--- src/rtl/calc_key_sequencer_if.sv ---
`default_nettype none
// +-----------------------------------------------------------------------+
// | calc_key_sequencer_if : key entry, calculator and result bus bundle    |
// | Rev 1.0                                                               |
// +-----------------------------------------------------------------------+
interface calc_key_sequencer_if;
  logic       key_valid;
  logic [4:0] key_code;
  logic       key_ready;
  logic [3:0] a;
  logic [3:0] b;
  logic [1:0] op;
  logic [7:0] calc_result;
  logic       calc_error;
  logic       res_valid;
  logic [7:0] res_data;
  logic       res_error;
  logic       res_ack;

  modport slave (
    input  key_valid, key_code, calc_result, calc_error, res_ack,
    output key_ready, a, b, op, res_valid, res_data, res_error
  );

  modport master (
    output key_valid, key_code, calc_result, calc_error, res_ack,
    input  key_ready, a, b, op, res_valid, res_data, res_error
  );
endinterface
`default_nettype wire

--- src/rtl/calc_key_sequencer.sv ---
`default_nettype none
// +-----------------------------------------------------------------------+
// | calc_key_sequencer : keypad entry of two 4-bit operands and an op,     |
// | one-cycle evaluation and held result until acknowledged. Rev 1.0      |
// +-----------------------------------------------------------------------+
module calc_key_sequencer (
  input  logic                        clk,
  input  logic                        rst_n,
  calc_key_sequencer_if.slave         bus
);

  typedef enum logic [1:0] {
    ENTER_A = 2'd0,
    ENTER_B = 2'd1,
    EVAL    = 2'd2,
    HOLD    = 2'd3
  } state_t;

  state_t     state_q, state_d;
  logic [3:0] a_q, a_d;
  logic [3:0] b_q, b_d;
  logic [1:0] op_q, op_d;
  logic       ovf_q, ovf_d;
  logic       res_valid_q, res_valid_d;
  logic [7:0] res_data_q, res_data_d;
  logic       res_error_q, res_error_d;
  logic       live_q;

  logic       key_ready;
  logic       key_fire;
  logic       is_digit, is_op, is_eq, is_clr;
  logic [3:0] acc_cur;
  logic [7:0] acc_sum;
  logic [3:0] acc_sat;
  logic       acc_ovf;
  logic       eval_err;

  // live_q keeps key_ready low until the first edge after reset release
  assign key_ready = live_q && ((state_q == ENTER_A) || (state_q == ENTER_B));
  assign key_fire  = bus.key_valid && key_ready;
  assign is_digit  = !bus.key_code[4] && (bus.key_code[3:0] <= 4'd9);
  assign is_op     = (bus.key_code[4:2] == 3'b100);
  assign is_eq     = (bus.key_code == 5'h14);
  assign is_clr    = (bus.key_code == 5'h15);

  assign acc_cur  = (state_q == ENTER_B) ? b_q : a_q;
  assign acc_sum  = ({4'd0, acc_cur} * 8'd10) + {4'd0, bus.key_code[3:0]};
  assign acc_ovf  = (acc_sum > 8'd15);
  assign acc_sat  = acc_ovf ? 4'd15 : acc_sum[3:0];
  assign eval_err = bus.calc_error || ovf_q;

  always_comb begin
    state_d     = state_q;
    a_d         = a_q;
    b_d         = b_q;
    op_d        = op_q;
    ovf_d       = ovf_q;
    res_valid_d = res_valid_q;
    res_data_d  = res_data_q;
    res_error_d = res_error_q;
    case (state_q)
      ENTER_A: begin
        if (key_fire) begin
          if (is_digit) begin
            a_d   = acc_sat;
            ovf_d = ovf_q || acc_ovf;
          end else if (is_op) begin
            op_d    = bus.key_code[1:0];
            b_d     = 4'd0;
            state_d = ENTER_B;
          end else if (is_clr) begin
            a_d   = 4'd0;
            op_d  = 2'd0;
            ovf_d = 1'b0;
          end
        end
      end
      ENTER_B: begin
        if (key_fire) begin
          if (is_digit) begin
            b_d   = acc_sat;
            ovf_d = ovf_q || acc_ovf;
          end else if (is_op) begin
            op_d = bus.key_code[1:0];
            b_d  = 4'd0;
          end else if (is_eq) begin
            state_d = EVAL;
          end else if (is_clr) begin
            a_d     = 4'd0;
            b_d     = 4'd0;
            op_d    = 2'd0;
            ovf_d   = 1'b0;
            state_d = ENTER_A;
          end
        end
      end
      EVAL: begin
        res_valid_d = 1'b1;
        res_error_d = eval_err;
        res_data_d  = eval_err ? 8'd0 : bus.calc_result;
        state_d     = HOLD;
      end
      HOLD: begin
        if (bus.res_ack) begin
          res_valid_d = 1'b0;
          a_d         = 4'd0;
          b_d         = 4'd0;
          op_d        = 2'd0;
          ovf_d       = 1'b0;
          state_d     = ENTER_A;
        end
      end
      default: state_d = ENTER_A;
    endcase
  end

  always_ff @(posedge clk or negedge rst_n) begin
    if (!rst_n) begin
      state_q     <= ENTER_A;
      a_q         <= 4'd0;
      b_q         <= 4'd0;
      op_q        <= 2'd0;
      ovf_q       <= 1'b0;
      res_valid_q <= 1'b0;
      res_data_q  <= 8'd0;
      res_error_q <= 1'b0;
      live_q      <= 1'b0;
    end else begin
      state_q     <= state_d;
      a_q         <= a_d;
      b_q         <= b_d;
      op_q        <= op_d;
      ovf_q       <= ovf_d;
      res_valid_q <= res_valid_d;
      res_data_q  <= res_data_d;
      res_error_q <= res_error_d;
      live_q      <= 1'b1;
    end
  end

  assign bus.key_ready = key_ready;
  assign bus.a         = a_q;
  assign bus.b         = b_q;
  assign bus.op        = op_q;
  assign bus.res_valid = res_valid_q;
  assign bus.res_data  = res_data_q;
  assign bus.res_error = res_error_q;

endmodule
`default_nettype wire
--- src/flat_wrapper.sv ---
// flat-port wrapper written by rule: the top's interface ports become plain ports
module calc_key_sequencer_flat 
  (clk, rst_n, bus_key_valid, bus_key_code, bus_calc_result, bus_calc_error, bus_res_ack, bus_key_ready, bus_a, bus_b, bus_op, bus_res_valid, bus_res_data, bus_res_error);
  calc_key_sequencer_if bus_i ();
  input  logic clk;
  input  logic rst_n;
  input wire logic [$bits(bus_i.key_valid)-1:0] bus_key_valid;
  input wire logic [$bits(bus_i.key_code)-1:0] bus_key_code;
  input wire logic [$bits(bus_i.calc_result)-1:0] bus_calc_result;
  input wire logic [$bits(bus_i.calc_error)-1:0] bus_calc_error;
  input wire logic [$bits(bus_i.res_ack)-1:0] bus_res_ack;
  output wire logic [$bits(bus_i.key_ready)-1:0] bus_key_ready;
  output wire logic [$bits(bus_i.a)-1:0] bus_a;
  output wire logic [$bits(bus_i.b)-1:0] bus_b;
  output wire logic [$bits(bus_i.op)-1:0] bus_op;
  output wire logic [$bits(bus_i.res_valid)-1:0] bus_res_valid;
  output wire logic [$bits(bus_i.res_data)-1:0] bus_res_data;
  output wire logic [$bits(bus_i.res_error)-1:0] bus_res_error;
  assign bus_i.key_valid = bus_key_valid;
  assign bus_i.key_code = bus_key_code;
  assign bus_i.calc_result = bus_calc_result;
  assign bus_i.calc_error = bus_calc_error;
  assign bus_i.res_ack = bus_res_ack;
  assign bus_key_ready = bus_i.key_ready;
  assign bus_a = bus_i.a;
  assign bus_b = bus_i.b;
  assign bus_op = bus_i.op;
  assign bus_res_valid = bus_i.res_valid;
  assign bus_res_data = bus_i.res_data;
  assign bus_res_error = bus_i.res_error;
  calc_key_sequencer u_core (.clk(clk), .rst_n(rst_n), .bus(bus_i));
endmodule
--- config.mk ---
export PLATFORM = sky130hd
export DESIGN_NAME = calc_key_sequencer_flat
export DESIGN_NICKNAME = d
export VERILOG_FILES = /design/src/rtl/calc_key_sequencer_if.sv /design/src/rtl/calc_key_sequencer.sv /design/src/flat_wrapper.sv
export SDC_FILE = /design/constraint.sdc
export NUM_CORES = 1
export LEC_CHECK = 0
export ABC_AREA = 1
export BUFFER_PORTS_ARGS = -buffer_cell sky130_fd_sc_hd__buf_2
export CORE_ASPECT_RATIO = 1.5
export CORE_UTILIZATION = 50
export DETAILED_ROUTE_END_ITERATION = 6
export PLACE_DENSITY_LB_ADDON = 0.3
export SYNTH_ARGS = -nofsm -noshare
export SYNTH_HDL_FRONTEND = slang
export SYNTH_SLANG_ARGS = --single-unit
--- constraint.sdc ---
create_clock -name clk -period 8 [get_ports clk]
set_input_delay 0.4 -clock clk [delete_from_list [all_inputs] [get_ports clk]]
set_output_delay 0.4 -clock clk [all_outputs]
set_load 0.005 [all_outputs]
After elaboration in Yosys (flattened, before gate mapping)
Index checks and enable logic that the tools add are counted.
- input bits: 18
- register bits: 24
- reductions and logical operators: 16
- add/sub/neg operators: 1
- $mul: 1
- eq/ne operators: 21
- muxes and demuxes: 52
- order comparisons: 2
- operator list (operator ; number):
    4-bit two-way mux ; 19
    2-bit two-way mux ; 17
    4-bit one-hot mux with 3 select lines ; 2
    8-bit AND reduction ; 3
    7-bit AND reduction ; 2
    3-bit by 2-bit != test with 1-bit output, second input constant ; 4
    5-bit == test, second input constant ; 2
    2-bit != test, second input constant ; 5
    1-bit two-way mux ; 9
    8-bit by 4-bit adder with 8-bit output ; 1
    8-bit by 4-bit greater-than comparator with 1-bit output, second input constant ; 1
    8-bit two-way mux ; 1
    2-bit one-hot mux with 4 select lines ; 1
    4-bit by 3-bit multiplier with 7-bit output, second input constant ; 1
    2-bit by 1-bit != test with 1-bit output, second input constant ; 3
    2-bit one-hot mux with 3 select lines ; 1
    2-bit == test, second input constant ; 2
    4-bit less-or-equal comparator, second input constant ; 1
    4-bit by 1-bit != test with 1-bit output, second input constant ; 1
    4-bit by 2-bit != test with 1-bit output, second input constant ; 1
    3-bit == test, second input constant ; 1
    1-bit logical AND ; 3
    1-bit logical OR ; 3
    3-bit by 1-bit != test with 1-bit output, second input constant ; 1
    other kinds (8) ; 8

Depth between registers and ports, before layout
- word-level depth: 9
- depth in mapped cells: 23
- gate-level depth less buffers: 22

Least setup slack after synthesis
Ideal clock, no wire load.
- path type: register to register
- start point: register (tool-made name)
- end point: register u_core.a_q[0], in the netlist u_core.bus.a[0]
- stages on the path, launching flop included: 20
- arrival time: 2502 ps
- required time: 7877 ps
- setup time: 123 ps
- clock period less this slack: 2625 ps
- path buffers: 1
- setup slack: 5375 ps
- path through: dfrtp_1 > buf_6 > inv_6 > nand2_8 > o21ai_0 > ha_1 > ha_1 > ha_1 > inv_1 > nand2_1 > nand2_1 > nand2_1 > inv_1 > nand2_1 > nor2_4 > nand3_1 > nand2_1 > nand2_1 > nand2_1 > a21oi_2
- RTL lines (element ; line ; text):
    end signal: assignment ; calc_key_sequencer.sv:120 ; a_q <= 4'd0;
    end signal: assignment ; calc_key_sequencer.sv:130 ; a_q <= a_d;
    end: declaration ; calc_key_sequencer.sv:20 ; logic [3:0] a_q, a_d;

==> impl_metrics.py <==
metrics = {
    "final_layout": {
        "nNetsFinal": 272,
        "syn_to_final_growth_pct": 17.4,
        "multi_input_area_sq_um": 888,
        "final-seq-area_sq_um": 601,
        "drive_gt1_share_pct": 25.3,
        "final_common_cell": "nand2_1",
        "diodes": 0,
        "layout_common_cells": "nand2_1 (50), buf_2 (38), inv_1 (26)",
        "finalNonFillerCells": 285,
        "n_fill_cell": 300,
    },
    "grt": {
        "grt_max_degree": 25,
        "antenna_found_initial": 0,
        "grt.total_usage_pct": 23.1,
        "gr-total-overflow": 0,
        "grt_pass1_vias": 1489,
        "grt_pass1_wl_um": 6280,
    },
    "setup_path": {
        "r2r_slack_ps": 5000,
        "end_kind": "flop",
        "critPathKind": "reg2reg",
        "cp.required_ps": 8160,
        "reg2reg_depth": 18,
        "regToRegEndpoint": "u_core.bus.a[0]$_DFFE_PN0P_",
        "cp_max_fo": 9,
        "cp-start-kind": "flop",
        "cp.arrival_ps": 3170,
    },
    "cts": {
        "cts_tree": "built",
        "clock_sinks": 24,
        "numCtsBuffers": 3,
        "clk_pin_slew_ps": 80,
        "htree_levels": 1,
        "postCtsHoldBufs": 0,
        "insertion_delay_ps": 270,
        "cts.repair.resized": 0,
        "root_buffer": "clkbuf_8",
        "cts_setup_buffers": 0,
        "clockBufferDepth": 2,
    },
    "pwr": {
        "power_frac_comb_pct": 59.5,
        "switching_share_pct": 45.4,
        "power.leakage_nw": 1.05,
        "ir_worst_vdd_mv": 0.239,
        "clkPwrFrac_pct": 13.7,
        "p_int_mw": 0.428,
        "cellPowerDensity_nw_per_um2": 408,
        "p_switching_mw": 0.356,
        "pwr-share-seq_pct": 26.9,
    },
    "route": {
        "avgViaCountPerCell": 5.22,
        "routed_wl_um": 3600,
        "wl_per_cell_um": 12.6,
        "first_pass_iters": 5,
        "post-route-drc-count": 0,
        "drtAntennaViolNets": 0,
        "dr_total_vias": 1487,
        "first_iter_violations": 36,
    },
    "synthesis": {
        "synth_warnings": 0,
        "ys_types": 34,
        "ys_seq_area_share_pct": 36.7,
        "postSynthAreaPerCell_sq_um": 7.94,
        "syn-cell-area_sq_um": 1640,
        "syn_nets": 232,
        "synthCells": 206,
        "ys_ff_latch": 24,
    },
    "floorplanning": {
        "core_sq_um": 3130,
        "die_h_um": 72.0,
        "dieWidth_um": 48.7,
        "fp-row-count": 25,
        "io_pins": 39,
        "initial_utilization_pct": 52.3,
        "die_area_sq_um": 3510,
    },
    "hold_path": {
        "hold_path_class": "in2async",
    },
    "flow_run": {
        "maxCapViolations": 0,
    },
    "timing": {
        "setup_violations": 0,
        "period_needed_ps": 3000,
        "hold-worst-slack_ps": 85.3,
        "timing_hold_violations_final": 0,
        "tns_ps": 0,
        "tightest_slew_ps": 509,
        "finClkSkew_ps": 2.88,
        "rsz0062_at_grt": "no",
        "fmax_mhz": 333,
        "drv_slew": 0,
        "slew_headroom_pct": 66.0,
        "fin_crit_sh_pct": 37.5,
    },
    "placement": {
        "gp_congestion": 0.886,
        "numPortBuffers": 38,
        "dp_cells": 281,
        "hpwl_um": 2900,
    },
    "run_status": {
        "status": "complete, no violations",
    },
}
sequential cells by signal, indices dropped and copies added, names as in the netlist, named ones only:
| register | flops |
|---|---|
| u_core.bus.res_error | 1 |
| u_core.ovf_q | 1 |
| u_core.live_q | 1 |
| u_core.bus.res_data | 8 |
| u_core.bus.op | 2 |
| u_core.bus.b | 4 |
| u_core.bus.a | 4 |
| u_core.bus.res_valid | 1 |
| u_core.state_q | 1 |
through the flow:
stage	util (%)	cell area, sq um	setup slack (ps)	power [mW]
after floorplan	-	1640	5370	0.563
after global placement	59.1	1850	5040	0.671
after detailed placement	59.1	1850	5000	0.677
after CTS	61.4	1920	4970	0.787
after global routing	61.4	1920	4580	0.869
final	61.4	1920	5000	0.783
metal layers:
layer | wire length, um | vias to the layer above | track usage, %
met3 | 147 | 12 | 2.52
met4 | 125 | 0 | 13.1
met1 | 1470 | 670 | 25.1
li1 | - | 756 | -
met2 | 1860 | 49 | 43.1
met5 | 0 | - | 0
synthesized netlist by cell type:
cell type	instances	area [sq um]
a211oi_1	1	7.51
a21oi_1	4	20.0
a21oi_2	4	35.0
a22o_1	8	70.1
a31oi_1	5	31.3
and2_1	1	6.26
buf_6	2	22.5
clkbuf_1	1	3.75
clkinv_1	2	7.51
conb_1	1	3.75
dfrtp_1	24	601
fa_1	1	20.0
ha_1	7	87.6
inv_1	26	97.6
inv_4	1	6.26
inv_6	1	8.76
nand2_1	50	188
nand2_2	5	31.3
nand2_4	1	11.3
nand2_8	1	20.0
nand3_1	14	70.1
nand3b_1	2	15.0
nand4_1	4	25.0
nor2_1	17	63.8
nor2_2	3	18.8
nor2_4	2	22.5
nor2_8	1	20.0
nor3_1	1	5.00
nor4_4	1	21.3
o21a_1	1	7.51
o21ai_0	6	30.0
o22ai_1	5	31.3
xnor2_1	2	17.5
xor2_1	1	8.76
power groups by stage:
| stage | sequential [mW] | combinational [mW] | clock, mW |
|---|---|---|---|
| after floorplan | 0.201 | 0.363 | 0 |
| after global placement | 0.213 | 0.458 | 0 |
| after detailed placement | 0.212 | 0.465 | 0 |
| after CTS | 0.211 | 0.468 | 0.108 |
| after global routing | 0.218 | 0.538 | 0.112 |
| final | 0.211 | 0.466 | 0.107 |
critical path, stage by stage, from the launching register on:
cell	delay (ps)
dfrtp_1	550
inv_6	160
nand2_8	80
o21ai_0	410
ha_1	340
ha_1	210
ha_1	300
inv_1	80
nand2_1	50
nand2_1	50
nand2_1	40
inv_1	40
nand2_1	70
nor2_4	150
nand3_1	90
nand2_1	90
nand2_1	50
nand2_1	70
a21oi_2	60
how the worst max path moves through the flow:
stage | startpoint | end | slack (ps) | cells past startpoint
after CTS | flop | u_core.bus.a[2]$_DFFE_PN0P_ | 4970 | 18
final | flop | u_core.bus.a[0]$_DFFE_PN0P_ | 5000 | 18
after detailed placement | flop | u_core.bus.a[2]$_DFFE_PN0P_ | 5000 | 18
after global placement | flop | u_core.bus.a[2]$_DFFE_PN0P_ | 5040 | 18
after floorplan | flop | u_core.bus.a[0]$_DFFE_PN0P_ | 5370 | 19
after global routing | flop | u_core.bus.a[0]$_DFFE_PN0P_ | 4580 | 18
kinds of logic (layout without fill, tap and decap cells):
group,count (synthesis),after routing,synth area share [%]
other,1,1,0.229
AOI/OAI and AO/OA,34,34,14.2
buffers and inverters,33,72,8.95
xor gates and xnor gates,3,3,1.61
adders and majority gates,8,8,6.58
DFF,24,24,36.7
and+or+nand+nor,103,103,31.7
area by class of cell:
class                   count  share of cell area [%]
multi-input cells         149                    46.3
repair buffers             38                    9.90
well taps                  40                    2.61
clock buffers               3                    2.15
inverters                  30                    6.25
clock inverters             1                    1.56
flip-flops and latches     24                    31.3
(Power assumes the default switching activity.)
